==> src/rtl/mem_arbiter.sv <==
// mem_arbiter: lets the instruction-fetch requester (I-side) and the load/store
// requester (D-side) share one downstream memory port.
//
// Only one command is accepted at a time. It is registered, issued downstream,
// and the read response is steered back to whichever side owns the transaction.
// The D-side wins ties. A starvation counter forces an I grant after
// STARVE_LIMIT consecutive D grants that were made while I was waiting.
//
// Ports:
//   clk, reset                    clock, synchronous active-high reset
//   i_start/i_ready/i_addr        fetch request handshake and address
//   i_rdata/i_rdata_valid         fetch response
//   d_start/d_ready/d_write       data request handshake and direction
//   d_addr/d_wdata/d_wmask        data request address, store data, store mask
//   d_rdata/d_rdata_valid         load response
//   mem_cmd_*/mem_addr/mem_w*     downstream command
//   mem_rdata/mem_rdata_valid     downstream read response
//
// Optional build macro MEM_ARB_STATS_EN adds the saturating counters
// stat_i_grants, stat_d_grants and stat_conflicts.

module mem_arbiter #(
    parameter int ADDR_WIDTH   = 32,
    parameter int DATA_WIDTH   = 32,
    parameter int STARVE_LIMIT = 4
) (
    input  logic                  clk,
    input  logic                  reset,
    input  logic                  i_start,
    output logic                  i_ready,
    input  logic [ADDR_WIDTH-1:0] i_addr,
    output logic [DATA_WIDTH-1:0] i_rdata,
    output logic                  i_rdata_valid,
    input  logic                  d_start,
    input  logic                  d_write,
    output logic                  d_ready,
    input  logic [ADDR_WIDTH-1:0] d_addr,
    input  logic [DATA_WIDTH-1:0] d_wdata,
    input  logic [DATA_WIDTH-1:0] d_wmask,
    output logic [DATA_WIDTH-1:0] d_rdata,
    output logic                  d_rdata_valid,
    output logic                  mem_cmd_start,
    output logic                  mem_cmd_write,
    input  logic                  mem_cmd_ready,
    output logic [ADDR_WIDTH-1:0] mem_addr,
    output logic [DATA_WIDTH-1:0] mem_wdata,
    output logic [DATA_WIDTH-1:0] mem_wmask,
    input  logic [DATA_WIDTH-1:0] mem_rdata,
    input  logic                  mem_rdata_valid
`ifdef MEM_ARB_STATS_EN
    ,
    output logic [31:0]           stat_i_grants,
    output logic [31:0]           stat_d_grants,
    output logic [31:0]           stat_conflicts
`endif
);

    // The streak counter must be able to hold STARVE_LIMIT itself.
    localparam int STREAK_W = (STARVE_LIMIT < 1) ? 1 : $clog2(STARVE_LIMIT + 1);
    localparam logic [STREAK_W-1:0] STREAK_MAX = STREAK_W'(STARVE_LIMIT);

    typedef enum logic [1:0] {IDLE, ISSUE, WAIT_RESP} state_t;
    typedef enum logic [1:0] {OWN_NONE, OWN_I, OWN_D} owner_t;

    state_t                state_q, state_d;
    owner_t                owner_q, owner_d;
    logic [STREAK_W-1:0]   streak_q, streak_d;
    logic                  cmd_write_q, cmd_write_d;
    logic [ADDR_WIDTH-1:0] cmd_addr_q, cmd_addr_d;
    logic [DATA_WIDTH-1:0] cmd_wdata_q, cmd_wdata_d;
    logic [DATA_WIDTH-1:0] cmd_wmask_q, cmd_wmask_d;

    logic inst_prio;
    logic in_idle;
    logic i_accept;
    logic d_accept;
    logic resp_valid;

    always_comb begin
        // Fetch gets priority only once D has won STARVE_LIMIT times in a row
        // against a waiting fetch; a limit of 0 disables this entirely.
        inst_prio = (STARVE_LIMIT != 0) && (streak_q >= STREAK_MAX);
        in_idle   = (state_q == IDLE) && !reset;
        i_ready   = in_idle && !(d_start && !inst_prio);
        d_ready   = in_idle && !(i_start && inst_prio);
        i_accept  = i_start && i_ready;
        d_accept  = d_start && d_ready;

        state_d     = state_q;
        owner_d     = owner_q;
        streak_d    = streak_q;
        cmd_write_d = cmd_write_q;
        cmd_addr_d  = cmd_addr_q;
        cmd_wdata_d = cmd_wdata_q;
        cmd_wmask_d = cmd_wmask_q;

        case (state_q)
            IDLE: begin
                // At most one of the two accepts can be true in a cycle.
                if (d_accept) begin
                    state_d     = ISSUE;
                    owner_d     = OWN_D;
                    cmd_write_d = d_write;
                    cmd_addr_d  = d_addr;
                    cmd_wdata_d = d_wdata;
                    cmd_wmask_d = d_wmask;
                    if (!i_start)
                        streak_d = '0;
                    else if (streak_q != STREAK_MAX)
                        streak_d = streak_q + 1'b1;
                end else if (i_accept) begin
                    state_d     = ISSUE;
                    owner_d     = OWN_I;
                    cmd_write_d = 1'b0;
                    cmd_addr_d  = i_addr;
                    cmd_wdata_d = '0;
                    cmd_wmask_d = '0;
                    streak_d    = '0;
                end
            end
            ISSUE: begin
                // Stores expect no response, so they release the port at once.
                if (mem_cmd_ready) begin
                    if (cmd_write_q) begin
                        state_d = IDLE;
                        owner_d = OWN_NONE;
                    end else begin
                        state_d = WAIT_RESP;
                    end
                end
            end
            WAIT_RESP: begin
                if (mem_rdata_valid) begin
                    state_d = IDLE;
                    owner_d = OWN_NONE;
                end
            end
            default: begin
                state_d = IDLE;
                owner_d = OWN_NONE;
            end
        endcase
    end

    always_ff @(posedge clk) begin
        if (reset) begin
            state_q     <= IDLE;
            owner_q     <= OWN_NONE;
            streak_q    <= '0;
            cmd_write_q <= 1'b0;
            cmd_addr_q  <= '0;
            cmd_wdata_q <= '0;
            cmd_wmask_q <= '0;
        end else begin
            state_q     <= state_d;
            owner_q     <= owner_d;
            streak_q    <= streak_d;
            cmd_write_q <= cmd_write_d;
            cmd_addr_q  <= cmd_addr_d;
            cmd_wdata_q <= cmd_wdata_d;
            cmd_wmask_q <= cmd_wmask_d;
        end
    end

    // Outputs are gated with reset so that nothing is signalled during the
    // reset cycle, even though the state is only cleared at the next edge.
    assign mem_cmd_start = (state_q == ISSUE) && !reset;
    assign mem_cmd_write = cmd_write_q;
    assign mem_addr      = cmd_addr_q;
    assign mem_wdata     = cmd_wdata_q;
    assign mem_wmask     = cmd_wmask_q;

    // A response strobe outside WAIT_RESP belongs to no transaction and is dropped.
    assign resp_valid    = (state_q == WAIT_RESP) && mem_rdata_valid && !reset;
    assign i_rdata_valid = resp_valid && (owner_q == OWN_I);
    assign d_rdata_valid = resp_valid && (owner_q == OWN_D);
    assign i_rdata       = mem_rdata;
    assign d_rdata       = mem_rdata;

`ifdef MEM_ARB_STATS_EN
    logic [31:0] stat_i_grants_q, stat_i_grants_d;
    logic [31:0] stat_d_grants_q, stat_d_grants_d;
    logic [31:0] stat_conflicts_q, stat_conflicts_d;

    always_comb begin
        stat_i_grants_d  = stat_i_grants_q;
        stat_d_grants_d  = stat_d_grants_q;
        stat_conflicts_d = stat_conflicts_q;
        if (i_accept && (stat_i_grants_q != '1))
            stat_i_grants_d = stat_i_grants_q + 32'd1;
        if (d_accept && (stat_d_grants_q != '1))
            stat_d_grants_d = stat_d_grants_q + 32'd1;
        if ((i_accept || d_accept) && i_start && d_start && (stat_conflicts_q != '1))
            stat_conflicts_d = stat_conflicts_q + 32'd1;
    end

    always_ff @(posedge clk) begin
        if (reset) begin
            stat_i_grants_q  <= '0;
            stat_d_grants_q  <= '0;
            stat_conflicts_q <= '0;
        end else begin
            stat_i_grants_q  <= stat_i_grants_d;
            stat_d_grants_q  <= stat_d_grants_d;
            stat_conflicts_q <= stat_conflicts_d;
        end
    end

    assign stat_i_grants  = stat_i_grants_q;
    assign stat_d_grants  = stat_d_grants_q;
    assign stat_conflicts = stat_conflicts_q;
`endif

endmodule
==> config.mk <==
export PLATFORM = sky130hd
export DESIGN_NAME = mem_arbiter
export DESIGN_NICKNAME = d
export VERILOG_FILES = /design/src/rtl/mem_arbiter.sv
export SDC_FILE = /design/constraint.sdc
export NUM_CORES = 1
export LEC_CHECK = 0
export ABC_AREA = 1
export CORE_AREA = 2 2 129 131
export CTS_BUF_LIST = sky130_fd_sc_hd__clkbuf_8 sky130_fd_sc_hd__clkbuf_16
export DETAILED_ROUTE_END_ITERATION = 6
export DIE_AREA = 0 0 131 133
export GPL_ROUTABILITY_DRIVEN = 0
export PLACE_DENSITY = 0.7
export SETUP_SLACK_MARGIN = 0.02
export SLEW_MARGIN = 5
export SYNTH_ARGS = -nofsm -noshare
export SYNTH_HDL_FRONTEND = slang
export SYNTH_SLANG_ARGS = --single-unit
==> constraint.sdc <==
create_clock -name clk -period 1.8 [get_ports clk]
set_input_delay 0.36 -clock clk [delete_from_list [all_inputs] [get_ports clk]]
set_output_delay 0.36 -clock clk [all_outputs]
set_load 0.005 [all_outputs]
# Word-level counts from Yosys, hierarchy flattened
# Cells that the tools add are included.
[totals]
regBits = 104
output_inout_bits = 166
inputBits = 167
word_cells = 62
[op_classes]
n_reduce_logical = 22
order_cmp = 1
eq_ne = 10
n_mux = 21
add_sub_neg = 1
[ops]
columns = ["operator", "n"]
rows = [
  ["two-way mux 32 bit", 5],
  ["two-way mux 2 bit", 8],
  ["logical AND 1 bit", 12],
  ["two-way mux 3 bit", 4],
  ["one-hot mux 2 bit (3 select lines)", 2],
  ["inequality test 2 bit (second input constant)", 3],
  ["inequality test 3 bit (second input constant)", 2],
  ["AND reduction 3 bit", 2],
  ["== test 2 x 1 -> 1 bit (second input constant)", 2],
  ["== test 2 bit (second input constant)", 2],
  ["zero test 1 bit", 4],
  ["AND reduction 4 bit", 1],
  ["adder 3 x 1 -> 3 bit (second input constant)", 1],
  [">= comparator 3 bit (second input constant)", 1],
  ["inequality test 3 x 2 -> 1 bit (second input constant)", 1],
  ["zero test 2 bit", 1],
  ["two-way mux 1 bit", 2],
  ["AND reduction 2 bit", 1],
  ["nonzero test 2 bit", 1],
]

# Depth between registers and ports, before layout
# Gate-level depths: netlist of run 1.
[depth]
ltp_word = 9
ltp_mapped = 9
mapped_depth_nobuf = 8

# Least setup slack after synthesis of run 1
# OpenSTA, ideal clock, no wires.
[synth_timing]
path_kind = "input port to output port"
start = "in reset"
end = "out d_rdata_valid"
t_arrival_ps = 1050
required_time_ps = 1440
path_buffers = 2
setup_slack_ps = 390
stages = 5
cell_sequence = "buf_2 > inv_2 > buf_2 > nand4_1 > nor3_1"
[synth_between]
elab_chain_len = 3
[synth_rtl]
columns = ["item", "line", "rtl"]
rows = [
  ["from (decl)", "28", "input logic reset,"],
  ["zero test 1 bit", "174", "assign resp_valid = (state_q == WAIT_RESP) && mem_rdata_valid && !reset;"],
  ["logical AND 1 bit", "174", ""],
  ["logical AND 1 bit", "176", "assign d_rdata_valid = resp_valid && (owner_q == OWN_D);"],
  ["to (decl)", "41", "output logic d_rdata_valid,"],
]
# No other way between the ends.

# Worst setup path after layout of run 1
[layout_timing]
start = "in mem_rdata_valid"
end = "out d_rdata_valid"
[layout_between]
elab_chain_len = 3
[layout_rtl]
columns = ["item", "line", "rtl"]
rows = [
  ["from (decl)", "49", "input logic mem_rdata_valid"],
  ["logical AND 1 bit (2 in series)", "174", ""],
  ["logical AND 1 bit", "176", ""],
]
# No other way between the ends.

==> reports/results.tsv, run 1 <==
metric	value	unit
status	complete, no violations	
Hold Path Class	input port to flop	
async set-or-reset flop fraction in the synthesized netlist	0	%
DR vias/cell	4.36	
most common cell in the netlist	nand2_1	
xor/xnor share of the synthesized area	0	%
Port Buffers	236	
Place WS	-0.177	ns
Primary FF master, synth	dfxtp_1	
number of synthesized register bits	104	
PwrDens	847	mW/mm2
Synth warnings	0	
H-tree levels	3	
Post-synth EDFFs	0	
Initial Util	28.7	%
I/O pins	333	
num rows	47	
final hold violations	0	
post-route cell area	0.00706	mm2
largest family of logic cells by synthesized area	simple AND/OR/NAND/NOR gates	
layout cells sized above 1	6.08	%
Post-Synth Simple-Gate Area	20.8	%
Area Growth Syn to Fin	52.1	%
WP data required	1.44	ns
RSZ-0062 raised after global routing	false	
Setup crit start	mem_rdata_valid	
Setup Viol. Count Final	0	
CTS tree	done	
WL/cell	13.8	um
CP startpoint kind	input port	
critical path arrival	1.34	ns
Cell Area, Synth	0.00464	mm2
TritonCTS buffer count	9	
Period Utilization, post-route	94.4	%
sequential element share of the synthesized area	44.8	%
Worst Path Max Fanout	2	
clock skew	0.00765	ns
worst vdd rail ir drop	0.000429	V
Clk Latency, worst-skew pair	0.35	ns
# Max-Cap Violations	0	
synth cell count leaders	nand2_1, dfxtp_1, a21oi_1	
Overall Global Routing Usage	15.6	%
Adder-Cell Fraction of Synth Area	0.539	%
relative slew slack	55.8	%
Vias	4406	
leakage	2.81	nW
Setup CP Type	input port to output pin	
syn nets	790	
Synth Instances	621	
first-pass iteration count of the detailed router	4	
Die ar.	0.0174	mm2
die width	131	um
final WL	13900	um
Area contributors post-synth	dfxtp_1, nand2_1, buf_4, a21oi_1, nand3_1	
Die Y	133	um
initial antenna violation count	2	
DRC Markers	0	
worst-case clock buffer depth	2	
top-area cell type share of the netlist area	44.8	%
fillcell total	1633	
total placed instance area	0.00677	mm2
max-slew violations	0	
Layout Nets	954	
clock root buffer	clkbuf_16	
core area	0.0162	mm2
clock slew at reported path FFs	0.07	ns
post-synthesis mux area share	0	%
# clock sinks	104	
Tmin final	1.70	ns
vias in the first global route	4281	
worst r2r src	streak_q[2]$_SDFFE_PP0P_	
synth unique cells	23	
antenna viol nets, final	0	
slew at the pin with the worst max-slew slack	0.663	ns
Max Fclk	0.589	GHz
fin worst setup slack	0.101	ns
largest net degree at the start of global routing	60	
CTS Hold Buffers Added	0	
syn avg cell area	7.48	um2
Critical Path End	d_rdata_valid	
total grt overflow	0	
post-synthesis compound-gate area fraction	15.0	%
worst r2r path cells	7	
CP Capture Type	output pin	
FF-to-FF setup slack	0.38	ns
first-pass GRT wire length	21200	um
drt initial violations	162	
Worst R2R End	mem_addr[20]$_SDFFE_PP0P_	
area leader, netlist	dfxtp_1	
post-DP HPWL	10100	um
## routing by layer
layer / routed length (um) / share of wire (%) / global-route usage (%) / up-vias
li1: - / - / - / 2242
met3: 1180 / 8.5 / 4.65 / 47
met1: 5560 / 40 / 16.7 / 1943
met4: 588 / 4.2 / 8.51 / 2
met5: 12 / 0.086 / 0 / -
met2: 6580 / 47 / 27.1 / 172
## layout make-up
class,instances,area (um2),area share (%)
Timing Repair Buffer,257,2590,36.6
Sequential cell,104,2080,29.5
Multi-Input combinational cell,374,1690,23.9
Tap cell,220,275,3.90
Clock buffer,9,225,3.19
Inverter,39,149,2.11
Clock inverter,7,48.8,0.691
Antenna cell,1,2.50,0.0354
## placed cells by master, fill, tap and decap left out, drive strengths merged
| cell type | synthesis | layout |
|---|---|---|
| a21boi | 6 | 6 |
| a21oi | 102 | 102 |
| buf | 91 | 22 |
| clkbuf | 13 | 9 |
| clkdlybuf4s50 | 0 | 230 |
| clkinv | 0 | 2 |
| clkinvlp | 0 | 3 |
| dfxtp | 104 | 104 |
| diode | 0 | 1 |
| dlygate4sd2 | 0 | 4 |
| dlymetal6s2s | 0 | 1 |
| ha | 2 | 2 |
| inv | 39 | 41 |
| nand2 | 185 | 185 |
| nand3 | 32 | 32 |
| nand3b | 1 | 1 |
| nand4 | 2 | 2 |
| nor2 | 13 | 13 |
| nor3 | 2 | 2 |
| o21ai | 28 | 28 |
| or2 | 1 | 1 |
## flip-flops by register name, indices dropped and copies added, names as in the netlist
| name | flops |
|---|---|
| streak_q | 3 |
| mem_addr | 32 |
| mem_wdata | 32 |
| owner_q | 2 |
| mem_cmd_write | 1 |
| state_q | 2 |
| mem_wmask | 32 |
## metrics by stage
stage | total power [W] | TNS [ns] | hold slack [ns] | instances | utilization [%]
4_1_cts | 0.00610 | -0.117 | 0.369 | 1010 | 43.6
3_5_place_dp | 0.00420 | -6.55 | 0.455 | 993 | 41.9
5_1_grt | 0.00632 | 0 | 0.375 | 1011 | 43.7
6_report | 0.00598 | 0 | 0.375 | 1011 | 43.7
2_1_floorplan | 0.00340 | 0 | 0.458 | 621 | -
3_3_place_gp | 0.00418 | -2.09 | 0.450 | 993 | 41.9
## where the power goes
part	internal [W]	switching [W]	leakage, nW
sequential	0.00253	0.000124	0.853
clock	0.000939	0.000907	0.129
combinational	0.000866	0.000616	1.83
total	0.00434	0.00165	2.81
## worst max-delay path: stages
cell and delay (ns):
clkdlybuf4s50_1 0.48, nand4_1 0.12, nor3_1 0.13, dlygate4sd2_1 0.25
## worst min path at each step
stage                                     from                    endpoint  depth (start not counted)
CTS                                      reset     state_q[0]$_SDFFE_PP0P_                          3
global route                             reset     state_q[0]$_SDFFE_PP0P_                          3
floorplan              owner_q[0]$_SDFFE_PP0P_     owner_q[0]$_SDFFE_PP0P_                          2
finish                                   reset     state_q[0]$_SDFFE_PP0P_                          3
global placement     mem_wdata[4]$_SDFFE_PP0P_   mem_wdata[4]$_SDFFE_PP0P_                          2
detailed placement  mem_wmask[21]$_SDFFE_PP0P_  mem_wmask[21]$_SDFFE_PP0P_                          2
## kinds of logic (layout without fill, tap and decap cells)
logic type,count (synthesis),after routing
AOI/OAI and AO/OA,136,136
DFF,104,104
and+or+nand+nor,236,236
adders and majority gates,2,2
other,0,1
buffers and inverters,143,312
## timing repair
item	in CTS	in global routing
pin swaps	1	0
resized for setup	8	1
gates cloned	0	0
buffers inserted	1	0
endpoints found under the setup margin	5	1
Note: power is estimated with default switching activity, not from simulation.
==> inputs of run 2 (changes only) <==
ABC_AREA = not set   (was 1)
PLACE_DENSITY = 0.73   (was 0.7)
==> reports/results.tsv, run 2 <==
metric	value	unit	change
Setup CP Type	flop to output pin		
Clock Power Share	32.1	%	+1.2 points
initial antenna violation count	1		-1
clock skew	0.00619	ns	-0.00145 ns
Clk Latency, worst-skew pair	0.35	ns	about the same
Reg area	0.00209	mm2	+0.18%
fillcell total	1555		-4.8%
Vias	4902		+11%
post-route cell area	0.00758	mm2	+7.4%
total placed instance area	0.00719	mm2	+6.1%
TNS Setup	0	ns	unchanged
synth unique cells	33		+43%
synth cell count leaders	nand3_1, dfxtp_1, buf_4		
Primary FF master, synth	dfxtp_1		
final hold violations	0		unchanged
Setup Viol. Count Final	0		unchanged
max-slew violations	0		unchanged
Overall Global Routing Usage	17.8	%	+2.3 points
die width	131	um	unchanged
placed cells	957		-3.6%
critical path arrival	1.40	ns	+0.06 ns
drt initial violations	207		+28%
CTS Hold Buffers Added	0		unchanged
worst vdd rail ir drop	0.000540	V	+26%
RSZ-0062 raised after global routing	true		
Die ar.	0.0174	mm2	unchanged
Post-synth EDFFs	0		unchanged
Tmin final	1.76	ns	+0.0580 ns
Initial Util	31.0	%	+2.3 points
# clock sinks	104		unchanged
final WL	16300	um	+17%
Area contributors post-synth	dfxtp_1, nand3_1, buf_4, a21oi_1, o21ai_0		
commonest cells after routing, fill and taps aside	clkdlybuf4s50_1, nand3_1, dfxtp_1		
layout cells sized above 1	10.1	%	+4.1 points
PwrDens	767	mW/mm2	-9.4%
Area Growth Syn to Fin	51.1	%	
Place WS	-0.401	ns	-0.224 ns
Max Fclk	0.569	GHz	-3.3%
Worst Path Max Fanout	3		+1
fin cells	979		-3.2%
worst-case clock buffer depth	2		unchanged
DR vias/cell	5.01		+15%
vias in the first global route	4776		+12%
core area	0.0162	mm2	unchanged
H-tree levels	3		unchanged
syn nets	766		-3.0%
clock slew at reported path FFs	0.07	ns	about the same
area of the multi-input gates	0.00215	mm2	+27%
Die Y	133	um	unchanged
sequential element share of the synthesized area	41.5	%	-3.3 points
Layout Nets	924		-3.1%
WL/cell	16.6	um	+21%
Antenna diodes	0		-1
DRC Markers	0		unchanged
CP startpoint kind	flop		
Synth Instances	597		-3.9%
Port Buffers	236		unchanged
switching pwr	0.00155	W	-5.9%
number of synthesized register bits	104		unchanged
I/O pins	333		unchanged
top-area cell type share of the netlist area	41.5	%	-3.3 points
Cell Area, Synth	0.00502	mm2	+8.0%
syn avg cell area	8.40	um2	+12%
first-pass GRT wire length	24700	um	+16%
status	complete, no violations		
Sequential Power Share	44.1	%	-0.3 points
Pint	0.00427	W	-1.6%
most common cell in the netlist	nand3_1		
CTS tree	done		
leakage	2.61	nW	-7.3%
most common cell after layout, fill and taps aside	clkdlybuf4s50_1		
antenna viol nets, final	0		unchanged
Period Utilization, post-route	97.6	%	+3.2 points
clock root buffer	clkbuf_16		
area leader, netlist	dfxtp_1		
async set-or-reset flop fraction in the synthesized netlist	0	%	unchanged
Hold Path Class	input port to flop		
# Max-Cap Violations	0		unchanged
total grt overflow	0		unchanged
fin worst setup slack	0.0430	ns	-0.0580 ns
TritonCTS buffer count	9		unchanged
WP data required	1.44	ns	about the same
num rows	47		unchanged
Design Power	0.00582	W	-2.8%
Sw Ratio	26.6	%	-0.90 points
slew at the pin with the worst max-slew slack	0.549	ns	-0.114 ns
combinational share of power	23.7	%	-1.1 points
Synth warnings	0		unchanged
largest net degree at the start of global routing	79		+32%
first-pass iteration count of the detailed router	4		unchanged
relative slew slack	63.4	%	+7.6 points
post-DP HPWL	11000	um	+9.0%
CP Capture Type	output pin		
run 2: cell count changes in the layout (fill, tap and decap cells not counted), sizes merged, moves of 20 or more:
| cell | change |
|---|---|
| nand2 | -183 |
| nand3 | +96 |
| o21ai | +39 |
| inv | -36 |
| nand2b | +35 |
| a21oi | -33 |
| o221ai | +32 |
| buf | +20 |
run 2: worst paths after layout:
| path | slack, ns | end | depth (start not counted) | from |
|---|---|---|---|---|
| worst min register to register | 0.47 | mem_wdata[22]$_SDFFE_PP0P_ | 2 | mem_wdata[22]$_SDFFE_PP0P_ |
| worst max register to register | 0.11 | mem_addr[6]$_SDFFE_PP0P_ | 5 | state_q[0]$_SDFFE_PP0P_ |
| worst min-delay path | 0.42 | mem_addr[24]$_SDFFE_PP0P_ | 4 | d_start |
| worst max-delay path | 0.04 | d_rdata_valid | 4 | state_q[1]$_SDFFE_PP0P_ |
run 2: cell type report:
class / instances / share of cell area, %
timing repair buffer: 275 / 36.7
multi-input combinational: 362 / 28.4
sequential: 104 / 27.6
tap: 220 / 3.63
clock buffer: 10 / 3.15
clock inverter: 5 / 0.446
inverter: 3 / 0.149
run 2: power groups by stage:
stage / registers, W / clock network [W] / logic, W
6_report: 0.00257 / 0.00187 / 0.00138
3_5_place_dp: 0.00262 / 0 / 0.00136
5_1_grt: 0.00259 / 0.00201 / 0.00150
2_1_floorplan: 0.00263 / 0 / 0.000639
4_1_cts: 0.00257 / 0.00194 / 0.00138
3_3_place_gp: 0.00261 / 0 / 0.00135
run 2: logic make-up after synthesis:
kind of cell    synth area share, %
flops                          41.5
fa+ha+maj                     0.499
compound gates                 20.6
buf+inv                        17.2
simple gates                   20.2
run 2: worst max-delay path, stage by stage (launching register included):
cell             delay [ns]
dfxtp_2                0.35
buf_4                  0.13
nand4bb_4              0.16
nor3b_2                0.18
clkdlybuf4s15_1        0.22
run 2: what timing repair did:
| item | in CTS | in global routing |
|---|---|---|
| buffers inserted | 7 | 0 |
| resized for setup | 23 | 10 |
| endpoints found under the setup margin | 37 | 21 |
| gates cloned | 0 | 1 |
| pin swaps | 1 | 4 |
run 2: per-layer routing:
layer | vias to the layer above | global-route usage (%) | wire length (um)
met5 | - | 0 | 0
met4 | 0 | 8.81 | 566
met3 | 42 | 6.07 | 1540
met2 | 197 | 28.9 | 7460
met1 | 2284 | 20.9 | 6710
li1 | 2379 | - | -
run 2: per-stage QoR:
stage                     util, %  hold slack [ns]
after floorplan                 -            0.452
after global placement       44.5            0.460
after detailed placement     44.5            0.466
after CTS                    46.6            0.411
after global routing         46.9            0.437
final                        46.9            0.422
==> inputs of run 3 (changes only) <==
SLEW_MARGIN = 20   (was 5)
==> results of run 3 <==
No change in the layout: final DEF, timing and power equal those of run 2.
